**src/rtl/imem_fetch_ctrl.sv**
```systemverilog
// Instruction fetch controller: a fetch pointer that reads an asynchronous
// instruction memory, plus a 2-entry {instruction, pc} buffer towards decode.
//
// state   | meaning
// --------+------------------------------------------------------------
// IDLE    | one cycle after reset release; no fetch, redirects ignored
// FETCH   | issue one fetch per cycle whenever the buffer has room
// HALTED  | no new fetches; buffer keeps draining; redirects still apply
module imem_fetch_ctrl #(
  parameter int          ADDR_W   = 6,
  parameter int          DATA_W   = 32,
  parameter int unsigned RESET_PC = 0
) (
  input  logic              clk,
  input  logic              rst,
  output logic [ADDR_W-1:0] mem_addr,
  input  logic [DATA_W-1:0] mem_rdata,
  output logic              inst_valid,
  input  logic              inst_ready,
  output logic [DATA_W-1:0] inst_data,
  output logic [ADDR_W-1:0] inst_pc,
  input  logic              redirect_valid,
  input  logic [ADDR_W-1:0] redirect_pc,
  input  logic              halt,
  output logic [1:0]        state
);

  typedef enum logic [1:0] {
    S_IDLE   = 2'd0,
    S_FETCH  = 2'd1,
    S_HALTED = 2'd2
  } state_e;

  state_e            state_q;
  logic [ADDR_W-1:0] fpc_q, fpc_d;
  logic [1:0]        count_q, count_d;

  // Entry 0 is always the head; entry 1 is the tail when two are buffered.
  logic [DATA_W-1:0] data0_q, data1_q;
  logic [ADDR_W-1:0] pc0_q, pc1_q;

  logic       pop;
  logic       flush;
  logic       fetch;
  logic [1:0] wr_slot;

  assign mem_addr   = fpc_q;
  assign inst_valid = (count_q != 2'd0);
  assign inst_data  = data0_q;
  assign inst_pc    = pc0_q;
  assign state      = state_q;

  // Per-cycle actions: redirect outranks pop and fetch outside IDLE.
  always_comb begin
    pop     = inst_valid && inst_ready;
    flush   = redirect_valid && (state_q != S_IDLE);
    fetch   = (state_q == S_FETCH) && !redirect_valid && !halt &&
              ((count_q != 2'd2) || pop);
    // Tail slot after this cycle's pop has shifted the buffer.
    wr_slot = count_q - {1'b0, pop};
    fpc_d   = fpc_q;
    count_d = count_q;
    if (flush) begin
      fpc_d   = redirect_pc;
      count_d = 2'd0;
    end else begin
      if (fetch) begin
        fpc_d = fpc_q + ADDR_W'(1);
      end
      count_d = count_q + {1'b0, fetch} - {1'b0, pop};
    end
  end

  // Control state: FSM, fetch pointer and occupancy, all cleared by reset.
  always_ff @(posedge clk or posedge rst) begin
    if (rst) begin
      state_q <= S_IDLE;
      fpc_q   <= ADDR_W'(RESET_PC);
      count_q <= 2'd0;
    end else begin
      fpc_q   <= fpc_d;
      count_q <= count_d;
      case (state_q)
        S_IDLE:   state_q <= S_FETCH;
        S_FETCH:  if (halt)  state_q <= S_HALTED;
        S_HALTED: if (!halt) state_q <= S_FETCH;
        default:  state_q <= S_IDLE;
      endcase
    end
  end

  // Buffer payload: shift on pop, then write the fetched word into the tail.
  // Contents are qualified by count, so no reset is needed here.
  always_ff @(posedge clk) begin
    if (pop) begin
      data0_q <= data1_q;
      pc0_q   <= pc1_q;
    end
    if (fetch) begin
      if (wr_slot[0]) begin
        data1_q <= mem_rdata;
        pc1_q   <= fpc_q;
      end else begin
        data0_q <= mem_rdata;
        pc0_q   <= fpc_q;
      end
    end
  end

endmodule

```
**config.mk**
```make
export PLATFORM = sky130hd
export DESIGN_NAME = imem_fetch_ctrl
export DESIGN_NICKNAME = d
export VERILOG_FILES = /design/src/rtl/imem_fetch_ctrl.sv
export SDC_FILE = /design/constraint.sdc
export NUM_CORES = 1
export LEC_CHECK = 0
export BUFFER_PORTS_ARGS = -buffer_cell sky130_fd_sc_hd__buf_2
export CAP_MARGIN = 30
export CORE_ASPECT_RATIO = 0.9
export CORE_MARGIN = 4
export CORE_UTILIZATION = 43
export DETAILED_ROUTE_END_ITERATION = 8
export PLACE_DENSITY = 0.73
export SYNTH_ARGS = -nofsm -noshare
export SYNTH_HDL_FRONTEND = slang
export SYNTH_SLANG_ARGS = --single-unit
```
**constraint.sdc**
```tcl
create_clock -name clk -period 5.2 [get_ports clk]
set_clock_uncertainty 0.05 [all_clocks]
set_input_delay 1.56 -clock clk [delete_from_list [all_inputs] [get_ports clk]]
set_output_delay 1.56 -clock clk [all_outputs]
set_load 0.005 [all_outputs]
```
# == Word level (Yosys, flattened, before mapping) ==
# Cells that the tools add are included.
# word_totals
elab_cells,42
input_bits,43
ff_bits,86
# classes
n_reduce_logical,14
mux,12
add_sub_neg,4
eq_ne,5
# op_table
op,count
2-to-1 mux 32 bit,3
2-to-1 mux 6 bit,5
adder 6 x 1 -> 6 bit (second input constant),1
2-to-1 mux 2 bit,3
inequality test 2 bit (second input constant),3
one-hot mux 2 bit (3 select lines),1
nonzero test 2 bit,3
logical AND 1 bit,5
AND reduction 2 bit,2
adder 2 x 1 -> 2 bit,1
equality test 2 x 1 -> 1 bit (second input constant),1
equality test 2 bit (second input constant),1
logical NOT 1 bit,2
logical NOT 2 bit,1
subtractor 2 x 1 -> 2 bit,1
logical OR 1 bit,1
subtractor 1 bit,1

# == Depth between registers and ports, before layout ==
# depth
depth_word,7
ltp_mapped,11
mapped_depth_nobuf,9

# == Worst setup path after synthesis ==
# No wires, ideal clock.
# synth_timing
path_kind,in2reg
start,in halt
end,reg data1_q[0] (enable)
t_arrival_ns,2.938
path_buffers,0
setup_slack_ns,1.813
cell_stages,2
cell_sequence,nor4b_4 -> and2_1
# synth_via
elab_chain_len,4
# synth_lines
element,line,source
from (decl),24,"input logic halt,"
logical NOT 1 bit,n/a,
logical AND 1 bit (2 in a row),57,fetch = (state_q == S_FETCH) && !redirect_valid && !halt &&
AND reduction 2 bit (no source line),n/a,
to (signal assigned),101,data1_q <= mem_rdata;
to (decl),39,"logic [DATA_W-1:0] data0_q, data1_q;"
# No other way between the ends.
# A chain may end at the register's enable or synchronous reset.

# == Worst setup path in the final report ==
# layout_timing
start,in halt
end,"reg data0_q[17], in the netlist inst_data[17]"
# layout_via
elab_chain_len,4
# layout_lines
element,line,source
logical NOT 1 bit,n/a,
logical AND 1 bit (2 in a row),57,
2-to-1 mux 32 bit,99,if (fetch) begin
to (signal assigned),96,data0_q <= data1_q;
to (signal assigned),104,data0_q <= mem_rdata;
to (decl),39,
# No other way between the ends.

==> flow_summary.ini <==
[status]
outcome = complete, no violations

[clocking]
numCtsBuffers = 9
clock-root-buffer = clkbuf_8
hold_buffers = 0
post_cts_resized = 0
clk_pin_slew_ps = 70
clk_latency_ps = 340
htreeDepth = 3
clockBufferDepth = 2
postCtsSetupRepairBufs = 0
clock_sinks = 86
cts_tree = done

[synth]
synth-warning-count = 0
netlist_instances = 264
ys_seq_area_share_pct = 65.1
synth-seq-cells = 86
synthArstFlopShare_pct = 11.6
synth.avg_cell_area_um2 = 12.5
synth_area_um2 = 3310
synth_edf_count = 38
synthesis.nets = 310
synth_cell_types = 27
synth_ff_type = edfxtp_1

[cells_and_area]
final_core_utilization_pct = 53.5
antenna_cells = 0
area_delta_synth_final_pct = 21.4
final.fill_count = 698
drive_gt1_share_pct = 31.2
final_nets = 400

[setup_path]
r2r_end = inst_data[17]
reg2reg_from = state[1]
start_kind = input pin
arrival_ps = 3470
cp_max_fo = 42
regToRegSetupSlack_ps = 2720
cp_data_required_time_ps = 5350
worst-r2r-cell-count = 5
critPathKind = in2reg
end_kind = flop

[hold_path]
holdCritPathClass = reg2reg
holdPathStages = 2
worstHoldStart = pc1_q[1]
min_to = inst_pc[1]

[sta]
finalHoldViolations = 0
layout_setup_ws_ps = 1880
clock.fmax_ghz = 0.302
tns_ps = 0
maxSlewHeadroom_pct = 37.8
rsz0062_at_grt = no
period_share_pct = 63.8
finalCriticalPeriod_ps = 3320
slew_violations = 0
tightestPinTransition_ps = 932
setup_viol = 0

[die]
floorplan.die.height_um = 91.2
core_um2 = 7510
die-area_um2 = 9160
ios = 90
rows = 30
start_util_pct = 44.0
die_x_um = 100

[grt]
grt.overflow.total = 0
grt_usage_pct = 14.1
antenna_found_initial = 0
grt_start_max_net_pins = 43
grt_pass1_vias = 2166
grt_pass1_wl_um = 10100

[detailed_routing]
drtIter0Drc = 69
routed.top_layer = met4
wl_per_cell_um = 13.5
via_per_inst = 4.76
wl_met2_um = 2950
m1WireLength_um = 2680
drc = 0
route.met3.wl_um = 463
first_pass_iters = 4
num_vias = 2166
wl_um = 6140
drtAntennaViolNets = 0

[placed_design]
io_buffers = 89
dp_slack_ps = 1530
place_congestion = 0.736
place_hpwl_um = 4190

[power_and_ir_drop]
vdd_ir_drop_max_mv = 0.277
finalPower_mw = 2.24
p_per_area_nw_per_um2 = 557
cellLeakagePower_nw = 1.86

[run]
cap_violations = 0
==> worst max path at each step <==
stage,slack (ps),end,cells after the start,startpoint
2_1_floorplan,1810,data1_q[0],2,halt
3_3_place_gp,1580,inst_data[8],6,halt
3_5_place_dp,1530,inst_data[17],6,halt
4_1_cts,1900,inst_data[17],6,halt
5_1_grt,1650,inst_data[6],6,halt
6_report,1880,inst_data[17],6,halt
==> flip-flops by register name, indices dropped and copies added, names as in the netlist <==
name and cells:
pc1_q 6, inst_data 32, inst_pc 6, state 2
data1_q 32, count_q 2, mem_addr 6
==> routing by layer <==
| metal | track usage (%) | vias up |
|---|---|---|
| met3 | 5.99 | 6 |
| li1 | - | 1111 |
| met5 | 0 | - |
| met4 | 4.38 | 0 |
| met1 | 16.8 | 984 |
| met2 | 23.1 | 65 |
==> cell usage after synthesis, types with 4 or more instances <==
| master | count | area (um^2) |
|---|---|---|
| clkbuf_1 | 4 | 15.0 |
| inv_1 | 4 | 15.0 |
| buf_6 | 5 | 56.3 |
| dfrtp_1 | 10 | 250 |
| and2_1 | 4 | 25.0 |
| xor2_1 | 6 | 52.6 |
| dfxtp_1 | 38 | 761 |
| edfxtp_1 | 38 | 1140 |
| a21oi_1 | 45 | 225 |
| nor2_1 | 44 | 165 |
| mux2i_1 | 39 | 390 |
==> power breakdown <==
group          switching (mW)  internal [mW]
sequential              0.134          0.928
combinational           0.328          0.366
clock                   0.216          0.264
total                   0.678           1.56
==> cell families after synthesis <==
family                     synth area share (%)
and+or+nand+nor                            9.12
xor gates and xnor gates                   2.12
buffers and inverters                      3.37
AOI/OAI and AO/OA                          7.34
adders and majority gates                  1.14
DFF                                        65.1
muxes                                      11.8
==> metrics by stage <==
| stage | instance area [um^2] | std cells | hold slack, ps |
|---|---|---|---|
| after CTS | 4010 | 455 | 493 |
| after global placement | 3800 | 439 | 461 |
| after floorplan | 3310 | 264 | 456 |
| final | 4010 | 455 | 487 |
| after detailed placement | 3800 | 439 | 473 |
| after global routing | 4010 | 455 | 516 |
==> layout by cell type (no fill, tap or decap) <==
master      netlist  routed
buf_2             2      89
a21oi_1          45      45
nor2_1           44      44
mux2i_1          39      39
edfxtp_1         38      38
dfxtp_1          38      38
clkbuf_8          0      10
dfrtp_1          10      10
xor2_1            6       6
inv_1             4       4
nand3_1           3       3
and2_1            4       3
ha_1              3       3
buf_4             2       3
o21ai_0           2       2
and3_1            2       2
nand2b_1          2       2
xnor2_1           2       2
clkbuf_1          4       2
nor4b_4           1       1
or3b_2            1       1
o21a_1            1       1
and4_1            1       1
nand4_1           1       1
nand2_1           2       1
nand3_2           1       1
or2_2             1       1
nand2_2           0       1
and2_2            0       1
clkinvlp_4        0       1
clkinv_2          0       1
clkbuf_16         0       1
bufinv_16         0       1
==> final cells by class <==
class / instances / area (um^2) / share of cell area, %
flip-flops and latches: 86 / 2150 / 53.6
multi-input cells: 161 / 1050 / 26.1
repair buffers: 92 / 468 / 11.7
clock buffers: 13 / 170 / 4.24
well taps: 96 / 120 / 2.99
clock inverters: 3 / 42.5 / 1.06
inverters: 4 / 15.0 / 0.374
==> critical path: stages <==
cell and delay [ps]:
buf_2 130, nor4b_4 450, nand3_2 610, buf_4 490
nor2_1 130, a21oi_1 60
(Power assumes the default switching activity.)
